**src/rtl/store_unit.sv**
```systemverilog
// rtl/store_unit.sv - RV32 store unit: lane-aligns SB/SH/SW into one or two DMEM write beats.
// Optional macro STORE_MISALIGN_SPLIT_EN enables misaligned stores split across two words.
module store_unit #(
   parameter int ADDR_W = 32
) (
   input  logic              i_clk,
   input  logic              i_rst_n,
   input  logic              i_st_valid,
   output logic              o_st_ready,
   input  logic [ADDR_W-1:0] i_st_addr,
   input  logic [31:0]       i_st_data,
   input  logic [2:0]        i_st_type,
   output logic              o_mem_req,
   input  logic              i_mem_ack,
   output logic [ADDR_W-1:0] o_mem_addr,
   output logic [31:0]       o_mem_wdata,
   output logic [3:0]        o_mem_bmask,
   output logic              o_err
);

   typedef enum logic [1:0] {IDLE, BEAT0, BEAT1} state_t;

   state_t            r_state;
   state_t            w_next;
   logic [ADDR_W-1:0] r_mem_addr;
   logic [31:0]       r_mem_wdata;
   logic [3:0]        r_mem_bmask;
   logic [31:0]       r_hi_wdata;
   logic [3:0]        r_hi_bmask;
   logic              r_err;

   logic              w_accept;
   logic [1:0]        w_off;
   logic [3:0]        w_base;
   logic [7:0]        w_mask;
   logic [31:0]       w_src;
   logic [63:0]       w_data64;
   logic              w_type_ok;
   logic              w_align_ok;
   logic              w_legal;
   logic              w_split;
   logic [ADDR_W-1:0] w_word_addr;

   assign w_accept    = i_st_valid && (r_state == IDLE);
   assign w_off       = i_st_addr[1:0];
   assign w_word_addr = {i_st_addr[ADDR_W-1:2], 2'b00};
   assign w_type_ok   = (i_st_type == 3'b000) || (i_st_type == 3'b001) || (i_st_type == 3'b010);
   assign w_split     = (r_hi_bmask != 4'b0000);

`ifdef STORE_MISALIGN_SPLIT_EN
   assign w_align_ok = 1'b1;
`else
   assign w_align_ok = !((i_st_type == 3'b001) && w_off[0]) &&
                       !((i_st_type == 3'b010) && (w_off != 2'b00));
`endif

   assign w_legal = w_type_ok && w_align_ok;

   always_comb begin
      w_base = 4'b0000;
      w_src  = 32'd0;
      case (i_st_type)
         3'b000: begin
            w_base = 4'b0001;
            w_src  = {4{i_st_data[7:0]}};
         end
         3'b001: begin
            w_base = 4'b0011;
            w_src  = {16'd0, i_st_data[15:0]};
         end
         3'b010: begin
            w_base = 4'b1111;
            w_src  = i_st_data;
         end
         default: begin
            w_base = 4'b0000;
            w_src  = 32'd0;
         end
      endcase
   end

   assign w_mask = {4'b0000, w_base} << w_off;
   // Bytes are replicated across all lanes, so only wider stores need shifting.
   assign w_data64 = (i_st_type == 3'b000) ? {32'd0, w_src}
                                           : ({32'd0, w_src} << {w_off, 3'b000});

   always_ff @(posedge i_clk or negedge i_rst_n) begin
      if (!i_rst_n) begin
         r_state <= IDLE;
      end else begin
         r_state <= w_next;
      end
   end

   always_comb begin
      w_next = r_state;
      case (r_state)
         IDLE:    if (w_accept && w_legal) w_next = BEAT0;
         BEAT0:   if (i_mem_ack) w_next = w_split ? BEAT1 : IDLE;
         BEAT1:   if (i_mem_ack) w_next = IDLE;
         default: w_next = IDLE;
      endcase
   end

   always_ff @(posedge i_clk or negedge i_rst_n) begin
      if (!i_rst_n) begin
         r_mem_addr  <= '0;
         r_mem_wdata <= 32'd0;
         r_mem_bmask <= 4'b0000;
         r_hi_wdata  <= 32'd0;
         r_hi_bmask  <= 4'b0000;
         r_err       <= 1'b0;
      end else begin
         r_err <= w_accept && !w_legal;
         case (r_state)
            IDLE: begin
               if (w_accept && w_legal) begin
                  r_mem_addr  <= w_word_addr;
                  r_mem_wdata <= w_data64[31:0];
                  r_mem_bmask <= w_mask[3:0];
                  r_hi_wdata  <= w_data64[63:32];
                  r_hi_bmask  <= w_mask[7:4];
               end
            end
            BEAT0: begin
               if (i_mem_ack) begin
                  if (w_split) begin
                     r_mem_addr  <= r_mem_addr + ADDR_W'(4);
                     r_mem_wdata <= r_hi_wdata;
                     r_mem_bmask <= r_hi_bmask;
                     r_hi_bmask  <= 4'b0000;
                  end else begin
                     r_mem_bmask <= 4'b0000;
                  end
               end
            end
            BEAT1: begin
               if (i_mem_ack) r_mem_bmask <= 4'b0000;
            end
            default: r_mem_bmask <= 4'b0000;
         endcase
      end
   end

   assign o_st_ready  = (r_state == IDLE);
   assign o_mem_req   = (r_state != IDLE);
   assign o_mem_addr  = r_mem_addr;
   assign o_mem_wdata = r_mem_wdata;
   assign o_mem_bmask = r_mem_bmask;
   assign o_err       = r_err;

endmodule

```
**config.mk**
```make
export PLATFORM = sky130hd
export DESIGN_NAME = store_unit
export DESIGN_NICKNAME = d
export VERILOG_FILES = /design/src/rtl/store_unit.sv
export SDC_FILE = /design/constraint.sdc
export NUM_CORES = 1
export LEC_CHECK = 0
export CORE_UTILIZATION = 30
export DETAILED_ROUTE_END_ITERATION = 8
export GPL_TIMING_DRIVEN = 0
export PLACE_DENSITY = 0.6
export SYNTH_ARGS = -nofsm -noshare
export SYNTH_HDL_FRONTEND = slang
export SYNTH_SLANG_ARGS = --single-unit
```
**constraint.sdc**
```tcl
create_clock -name i_clk -period 2.6 [get_ports i_clk]
set_clock_uncertainty 0.2 [all_clocks]
set_input_delay 0.39 -clock i_clk [delete_from_list [all_inputs] [get_ports i_clk]]
set_output_delay 0.39 -clock i_clk [all_outputs]
set_load 0.05 [all_outputs]
```
======== After elaboration in Yosys (flattened, before gate mapping) ========
Index checks and enable logic that the tools add are counted.
Widths: inputs -> output; s select.
storage, ports and cells
  input bits .............................. 71
  word-level logic and storage cells ...... 64
  output and inout port bits .............. 71
  register bits after elaboration ......... 107
cells by class
  multiplexer cells ....................... 25
  reduce and logical (&&, ||, !) cells .... 21
  shift operators ......................... 2
  $add $sub $neg .......................... 1
  equal/unequal tests ..................... 8
operators with widths
  cell                   count
  $mux 32                6
  $pmux 32 s2            2
  $pmux 32 s3            1
  $mux 64                1
  $shl 32x5->64          1
  $add 32x3->32 const B  1
  $mux 4                 7
  $pmux 4 s3             2
  $mux 2                 4
  $pmux 4 s2             1
  $shl 4x2->8            1
  $logic_and 1x1->1      7
  $ne 2x2->1 const B     3
  $pmux 2 s3             1
  $reduce_bool 2->1      3
  $reduce_and 4->1       1
  $reduce_bool 4->1      1
  $eq 3x1->1 const B     1
  $eq 3x2->1 const B     1
  $logic_not 1->1        3
  $logic_not 3->1        1
  $reduce_and 3->1       1
  $eq 2x1->1 const B     1
  $eq 2x2->1 const B     1
  other kinds (4)        5

======== Depth between registers and ports, before layout ========
  word-level depth ........................ 8
  gate-level depth with buffers ........... 8
  mapped depth without buffers ............ 6

======== Worst setup path after synthesis ========
No wires, ideal clock.
  kind .................................... register to register
  start ................................... reg r_state[1]
  end ..................................... reg r_mem_addr[12], in the netlist o_mem_addr[12]
  buffers on the path ..................... 2
  arrival ................................. 2.616 ns
  cell stages (with the launch flop) ...... 8
  setup slack ............................. -0.299 ns
  clock period less this slack ............ 2.899 ns
  setup time .............................. 0.083 ns
  data required time ...................... 2.317 ns
  path through ............................ dfrtp_1 -> buf_2 -> nor2_1 -> inv_1 -> nor2_1 -> clkbuf_1 -> a22oi_1 -> o21ai_0
on the way
  word-level cells in the longest chain between the ends .. 5
  elaborated cells on any way between the ends .. 10
  classes of those cells .................. 4 x eq/ne; 1 x mux; 5 x reduce/logical
ends and longest elaborated chain
  what                               line  text
  from (decl)                        23    state_t r_state;
  from (signal assigned)             91    r_state <= w_next;
  $logic_not 2->1 *                  --
  via o_st_ready                     9     output logic o_st_ready,
  $logic_and 1x1->1                  44    assign w_accept = i_st_valid && (r_state == IDLE);
  $logic_and 1x1->1                  117   if (w_accept && w_legal) begin
  $ne 2x1->1 (no source line)        --
  $reduce_and 4->1 (no source line)  --
  to (signal assigned)               118   r_mem_addr <= w_word_addr;
  to (signal assigned)               128   r_mem_addr <= r_mem_addr + ADDR_W'(4);
  to (decl)                          25    logic [ADDR_W-1:0] r_mem_addr;
The timed path passes the listed nets; every way through them passes the cells marked *.
A chain may end at the register's enable or synchronous reset.

======== Worst setup path after layout ========
  start ................................... reg r_state[1]
  end ..................................... reg r_mem_wdata[11], in the netlist o_mem_wdata[11]
on the way
  word-level cells in the longest chain between the ends .. 5
  elaborated cells on any way between the ends .. 10
  classes of those cells .................. 4 x eq/ne; 1 x mux; 5 x reduce/logical
ends and longest elaborated chain
  what                               line     text
  $logic_not 2->1                    44, 115
  $logic_and 1x1->1                  44
  $logic_and 1x1->1                  117
  $ne 2x1->1 (no source line)        --
  $reduce_and 4->1 (no source line)  --
  to (signal assigned)               119      r_mem_wdata <= w_data64[31:0];
  to (signal assigned)               129      r_mem_wdata <= r_hi_wdata;
  to (decl)                          26       logic [31:0] r_mem_wdata;
Several ways; a longest one is shown, not always the timed one.

==> flow_summary.yaml <==
global_route:
  overflow: 0
  grt_max_degree: 67
  grtUsageTotal_pct: 21.7
  grt_pass1_vias: 5255
  antenna_found_initial: 0
  grt_pass1_wl_um: 30600
timing:
  hold_viol_final: 0
  max_freq_ghz: 0.395
  tightest_slew_ns: 0.617
  finalMaxSlewViolations: 0
  slew_headroom_pct: 58.7
  rsz0062_at_grt: "no"
  setup_viol: 0
  period_share_pct: 97.3
  fin_ws_ns: 0.0696
  period_minus_slack_ns: 2.53
cells_and_area:
  multi_input_area_mm2: 0.00286
  final_cell_mix: "135 x clkdlybuf4s50_1, 96 x dfrtp_1, 60 x nor2_1, 47 x nand2_1, 46 x o21ai_0"
  drive_gt1_share_pct: 9.66
  regArea_mm2: 0.00240
  insertedDiodeCount: 0
  final_nets: 843
  finish.utilization_pct: 42.1
  num-fill-cells: 1769
  area_growth_pct: 37.3
  layout_commonest_cell: "clkdlybuf4s50_1"
die:
  start_util_pct: 30.6
  die-area_mm2: 0.0189
  ios: 142
  rows: 49
  dieWidth_um: 137
  die_h_um: 137
  coreArea_mm2: 0.0180
cts:
  cts_root_buf: "clkbuf_16"
  clock-sinks: 96
  cts_tree: "built"
  clk_latency_ns: 0.36
  cts_htree_levels: 3
  numCtsBuffers: 9
  clk_pin_slew_worst_paths_ns: 0.08
  clock_path_buffers: 2
  cts_setup_buffers: 0
power:
  p_per_area_mw_per_mm2: 1010
  vdd_drop_max_mv: 0.663
  leakagePower_nw: 3.07
critical_path:
  rr_worst_depth: 6
  regToRegSetupSlack_ns: 0.07
  worstReg2RegStart: "r_state[1]"
  crit_type: "reg -> reg"
  cp_data_required_time_ns: 2.65
  cp_max_fo: 10
  crit_arrival_ns: 2.58
  timing.rr.end: "o_mem_wdata[11]"
  startpoint_type: "register"
  critPathLaunch: "r_state[1]"
  endpoint_kind: "register"
  crit_end: "o_mem_wdata[11]"
place:
  numPortBuffers: 138
  pre_cts_slack_ns: -0.366
  gp_congestion: 0.915
  dpl.hpwl_um: 14700
logic_synthesis:
  seq_area_frac_synth_pct: 43.7
  synth_edf_count: 0
  yosysUniqueCellTypes: 61
  async_flop_share_pct: 100
  synth-main-ff-cell: "dfrtp_1"
  netlist_area_mm2: 0.00550
  yosysWarnings: 0
  synth_cells: 619
  ys_seq_elements: 96
  avgSynthCellArea_um2: 8.89
route:
  routed_wl_um: 20200
  num_vias: 5577
  drt_iter0_drc: 545
  firstDrtPassIters: 5
  drc: 0
  vias_per_cell: 5.55
  routedWlPerCell_um: 20.1
  drtAntennaViolNets: 0
status:
  status: "finished clean"
job:
  maxCapViolations: 0
hold_path:
  min_path_type: "reg -> reg"
[cells by family (layout without fill, tap and decap cells)]
family | after synthesis | in the layout | share of synthesized area [%]
AOI/OAI and AO/OA | 208 | 208 | 25.4
adders and majority gates | 1 | 1 | 0.227
muxes | 24 | 24 | 4.93
and+or+nand+nor | 226 | 226 | 20.8
other | 1 | 2 | 0.0681
buffers and inverters | 63 | 219 | 4.93
DFF | 96 | 96 | 43.7
[worst min-delay path by stage]
stage / start / depth (start not counted) / endpoint / slack (ns)
2_1_floorplan: i_rst_n / 0 / o_err / -0.11
3_3_place_gp: r_hi_wdata[11] / 1 / r_hi_wdata[11] / 0.26
3_5_place_dp: i_rst_n / 1 / o_mem_addr[16] / 0.16
4_1_cts: r_hi_wdata[11] / 1 / r_hi_wdata[11] / 0.29
5_1_grt: r_hi_wdata[13] / 1 / r_hi_wdata[13] / 0.30
6_report: r_hi_wdata[10] / 1 / r_hi_wdata[10] / 0.28
[where the power goes]
part	internal [mW]	switching, mW
clock	0.771	0.685
sequential	1.89	0.492
combinational	1.29	2.51
total	3.95	3.69
[timing repair]
| action | CTS | global route |
|---|---|---|
| endpoints found under the setup margin | 3 | 44 |
| resized for setup | 3 | 16 |
| hold buffers | 1 | 0 |
| endpoints found under the hold margin | 30 | 0 |
| pin swaps | 0 | 0 |
[critical path, cell delays in order, from the launching register on]
cell	delay (ns)
dfrtp_1	0.32
buf_2	0.24
nand2b_1	0.26
clkbuf_1	0.49
buf_1	0.54
o311a_1	0.30
o21ai_1	0.08
[metal layers]
layer | GRT usage, % | vias up | part of all wire (%)
li1 | - | 2603 | -
met1 | 30.9 | 2712 | 46
met2 | 34.1 | 249 | 46
met3 | 3.53 | 13 | 6.8
met4 | 5.49 | 0 | 0.96
met5 | 0 | - | 0
[Yosys cell counts, drive strengths merged (12+ instances only)]
| library cell | number | area, µm² |
|---|---|---|
| dfrtp | 96 | 2400 |
| nor2 | 62 | 233 |
| o21ai | 55 | 283 |
| nand2 | 48 | 183 |
| a21oi | 42 | 210 |
| and2 | 33 | 206 |
| clkbuf | 28 | 106 |
| nand3 | 28 | 140 |
| buf | 22 | 116 |
| nor3 | 16 | 101 |
| o211ai | 16 | 120 |
| a221oi | 15 | 131 |
| inv | 13 | 48.8 |
| mux2 | 13 | 161 |
| a22oi | 12 | 90.1 |
[registers in the layout, indices dropped and copies added (netlist names)]
register,cells
o_mem_wdata,32
o_mem_addr,30
r_hi_wdata,24
o_mem_bmask,4
r_hi_bmask,3
r_state,2
o_err,1
[final cells by class]
type | instances | area share (%)
multi-input cells | 461 | 37.8
flip-flops and latches | 96 | 31.8
repair buffers | 140 | 18.7
well taps | 229 | 3.79
plain buffers | 50 | 3.08
clock buffers | 9 | 2.98
clock inverters | 7 | 1.18
inverters | 13 | 0.646
[stage by stage]
stage                     instance area (µm²)  total power [mW]  instances  setup TNS, ns  hold slack (ns)
after floorplan                          5510              4.73        620              0           -0.106
after global placement                   7180              6.17        987        -300.06            0.263
after detailed placement                 7200              6.19        988         -18.11            0.161
after CTS                                7520              7.65       1005              0            0.285
after global routing                     7550              8.01       1005              0            0.295
final                                    7550              7.64       1005              0            0.285
No activity file was read; power rests on OpenSTA's default activity.
==> variant 1 (same flow settings) <==
Build with the macro `STORE_MISALIGN_SPLIT_EN` defined.
--- a/src/rtl/store_unit.sv
+++ b/src/rtl/store_unit.sv
@@ -1,5 +1,7 @@
 // rtl/store_unit.sv - RV32 store unit: lane-aligns SB/SH/SW into one or two DMEM write beats.
 // Optional macro STORE_MISALIGN_SPLIT_EN enables misaligned stores split across two words.
+`define STORE_MISALIGN_SPLIT_EN
+
 module store_unit #(
    parameter int ADDR_W = 32
 ) (
Formal check against the unedited RTL: not equivalent (Yosys sat finds a counterexample within 4 cycles, from zero or initial values and one cycle with i_rst_n low).
==> variant 1 against the original RTL <==
  * Wire length rose by 20%
  * Power fell by 8.4%
  * Critical endpoint is now o_mem_wdata[24]
  * Highest routed layer unchanged
  * Design area rose by 5.3%
  * Non-clock buffer count rose by 10
  * Critical path depth rose by 1
  * Sequential cell count did not move
  * Area after synthesis rose by 5.6%
  * Setup slack got worse by 0.033 ns
==> variant 1: results <==
export IMPL_grt_max_degree=69
export IMPL_grt_use_met2=0.382
export IMPL_wl_met3_um=2300
export IMPL_finalNetCount=909
export IMPL_setup_worst_path_start="i_st_valid"
export IMPL_synth_compound_area_frac=0.278
export IMPL_hold_depth=2
export IMPL_fmax_mhz=390
export IMPL_top_layer="met4"
export IMPL_drive_gt1_frac=0.107
export IMPL_grt_pass1_wl_um=35800
export IMPL_maxSlewHeadroom=0.439
export IMPL_p_leak_nw=3.14
export IMPL_grt_use_total=0.241
export IMPL_p_sw_frac=0.462
export IMPL_via_per_inst=5.74
export IMPL_clk_pin_slew_ns=0.06
export IMPL_largest_register_ffs=32
export IMPL_drt_initial_drc_count=559
export IMPL_cts_resized=30
export IMPL_dp_slack_ns=-0.845
export IMPL_yosysSeqAreaShare=0.413
export IMPL_synth_common_cells="dfrtp_1 (96), nor2_1 (84), nand2_1 (62)"
export IMPL_cp_arrival_ns=2.63
export IMPL_cts_setup_buffers=1
export IMPL_vdd_drop_max_mv=0.528
export IMPL_reg2reg_from="o_mem_addr[2]"
export IMPL_post_dp_cell_area_um2=7490
export IMPL_hpwl_um=17400
export IMPL_slowest_stage="or4b_1"
export IMPL_drt_wl_total_um=24200
export IMPL_min_from="r_hi_wdata[21]"
export IMPL_wl_met2_um=10800
export IMPL_syn_avg_cell_area_um2=8.42
export IMPL_synthMuxAreaShare=0.0456
export IMPL_grt_util_met3=0.0489
export IMPL_reg2reg_to="o_mem_addr[24]"
export IMPL_synth_warning_count=0
export IMPL_wl_met1_um=10400
export IMPL_r2r_cells=7
export IMPL_ys_types=70
export IMPL_holdWs_ns=0.278
export IMPL_slowest_delay_ns=0.59
export IMPL_min_to="r_hi_wdata[21]"
export IMPL_wl_per_cell_um=22.0
export IMPL_place_inst=1084
export IMPL_cts_buffers=9
export IMPL_grtUsageMet1=0.325
export IMPL_synth_area_leaders="dfrtp_1 (41%), nor2_1 (5.4%), a21oi_1 (5.3%), nand2_1 (4.0%), o21ai_0 (4.0%)"
export IMPL_synthAdderAreaFrac=0.00215
export IMPL_worstSetupEndpoint="o_mem_wdata[24]"
export IMPL_place_gp_congestion=0.931
export IMPL_grt_pass1_vias=6057
export IMPL_portBuffers=132
export IMPL_status="finished clean"
[variant 1: cell count changes in the layout (fill, tap and decap cells not counted), moves of 10 or more]
cell      unedited run  this run
a21oi_1             40        60
and2_1              33         3
clkbuf_2             7        23
mux2i_1             11        22
nand2_1             47        60
nand3b_1             0        10
nor2_1              60        82
o211ai_1            16         6
[variant 1: cell type report]
| type | instances | area (µm²) |
|---|---|---|
| Fill cell | 1891 | 10900 |
| Multi-Input combinational cell | 512 | 3190 |
| Sequential cell | 96 | 2400 |
| Timing Repair Buffer | 139 | 1400 |
| Tap cell | 260 | 325 |
| Buffer | 61 | 292 |
| Clock buffer | 14 | 244 |
| Inverter | 18 | 67.6 |
| Clock inverter | 1 | 30.0 |
[variant 1: power by group through the flow]
stage	clock network, mW	registers [mW]	logic, mW
finish	1.33	2.26	3.41
detailed placement	0	2.28	3.32
global route	1.40	2.32	3.58
CTS	1.35	2.26	3.37
global placement	0	2.28	3.31
floorplan	0	3.44	0.892
==> variant 2 (same settings) <==
Made on the original files. Register the output `o_err` once more, with the module's reset; this adds one clock of latency there. The other outputs are not delayed to match.
--- a/src/rtl/store_unit.sv
+++ b/src/rtl/store_unit.sv
@@ -147,7 +147,13 @@
    assign o_mem_addr  = r_mem_addr;
    assign o_mem_wdata = r_mem_wdata;
    assign o_mem_bmask = r_mem_bmask;
-   assign o_err       = r_err;
+   always_ff @(posedge i_clk or negedge i_rst_n) begin
+      if (!i_rst_n) begin
+         o_err <= '0;
+      end else begin
+         o_err <= r_err;
+      end
+   end
 
 endmodule
 
Check against the original RTL: not equivalent (a bounded check fails within 4 cycles, from zero or initial values and one cycle with i_rst_n low).
==> variant 2 against the original RTL <==
  * Clock power up 4%
  * Wire length grew 0.41%
  * Critical endpoint is now o_mem_wdata[14]
  * Maximum frequency is 3.0% higher
  * Power rose by 1.3%
  * Highest routed layer unchanged
  * Area after synthesis up 0.45%
  * Sequential cell count rose by 1
  * Setup slack better by 0.073 ns
  * Register-to-register slack better by 0.22 ns
  * Design area grew 0.78%
  * Synthesized cell count grew 0.16%
==> variant 2: results <==
export IMPL_synthAdderAreaFrac=0.00226
export IMPL_antenna_found_initial=0
export IMPL_ys_flop_type="dfrtp_1"
export IMPL_p_per_area_nw_per_um2=1020
export IMPL_synth_area_leaders="dfrtp_1 (44%), nor2_1 (4.2%), o21ai_0 (4.2%), a21oi_1 (3.8%), and2_1 (3.7%)"
export IMPL_fill_cells=1848
export IMPL_slowest_delay_ns=0.43
export IMPL_drt_initial_drc_count=486
export IMPL_ys_types=61
export IMPL_first_pass_iters=7
export IMPL_place_gp_congestion=0.889
export IMPL_place_inst=989
export IMPL_p_leak_nw=3.11
export IMPL_clk_pin_slew_ns=0.06
export IMPL_cts_max_path_buffers=2
export IMPL_synth_compound_area_frac=0.253
export IMPL_status="finished clean"
export IMPL_grt_pass1_vias=5347
export IMPL_synth_common_cells="dfrtp_1 (97), nor2_1 (62), nand2_1 (47)"
export IMPL_clk_latency_ns=0.36
export IMPL_grt_max_degree=56
export IMPL_via_per_inst=5.60
export IMPL_grt_pass1_wl_um=31000
export IMPL_yosysSeqAreaShare=0.439
export IMPL_hp_class="register to register"
export IMPL_drt_wl_total_um=20300
export IMPL_finalNetCount=844
export IMPL_portBuffers=138
export IMPL_cts_root_buf="clkbuf_16"
export IMPL_syn_avg_cell_area_um2=8.92
export IMPL_vdd_drop_max_mv=0.748
export IMPL_crit_family="buffers and inverters"
export IMPL_critPathMaxFanout=10
export IMPL_maxSlewHeadroom=0.496
export IMPL_r2r_cells=7
export IMPL_slowest_stage="clkdlybuf4s50_1"
export IMPL_post_dp_cell_area_um2=7230
export IMPL_drive_gt1_frac=0.102
export IMPL_instances_no_fill=1006
export IMPL_hold_depth=0
export IMPL_dp_slack_ns=-0.337
export IMPL_hpwl_um=14900
export IMPL_synthMuxAreaShare=0.0491
export IMPL_grt_use_total=0.221
[variant 2: cell type report]
cell class,count,area share
inverters,13,0.00641
clock buffers,12,0.0350
flip-flops and latches,97,0.319
well taps,229,0.0376
repair buffers,140,0.186
plain buffers,50,0.0311
clock inverters,4,0.00970
multi-input cells,461,0.376
[variant 2: logic make-up (layout without fill, tap and decap cells)]
| kind of cell | after synthesis | after routing |
|---|---|---|
| other | 1 | 2 |
| DFF | 97 | 97 |
| muxes | 24 | 24 |
| adders and majority gates | 1 | 1 |
| AOI/OAI and AO/OA | 208 | 208 |
| buffers and inverters | 63 | 219 |
| and+or+nand+nor | 226 | 226 |
[variant 2: where the power goes]
| group | switching [mW] | leakage [nW] | internal [mW] |
|---|---|---|---|
| Clock | 0.598 | 0.169 | 0.922 |
| Combinational | 2.53 | 1.70 | 1.29 |
| Sequential | 0.489 | 1.24 | 1.91 |
| Total | 3.61 | 3.11 | 4.12 |
[variant 2: what timing repair did]
item,in CTS,in global routing
setup buffers,0,0
resized for setup,2,23
endpoints found under the setup margin,2,52
endpoints found under the hold margin,54,0
hold buffers,1,0
[variant 2: worst paths after layout]
check / slack [ns] / endpoint / from
worst max-delay path: 0.14 / o_mem_wdata[14] / i_st_addr[0]
worst min-delay path: 0.15 / o_err / r_err
worst max register to register: 0.29 / o_mem_addr[17] / r_state[1]
worst min register to register: 0.15 / o_err / r_err
max in group asynchronous: 1.05 / r_hi_wdata[19] / i_rst_n
min in group asynchronous: 0.45 / o_mem_addr[10] / i_rst_n
[variant 2: routing by layer]
| layer | wire length (µm) | part of all wire | track usage |
|---|---|---|---|
| met5 | 0 | 0 | 0 |
| met4 | 437 | 0.022 | 0.0827 |
| met3 | 1530 | 0.076 | 0.0386 |
| met2 | 9340 | 0.46 | 0.350 |
| met1 | 8970 | 0.44 | 0.300 |
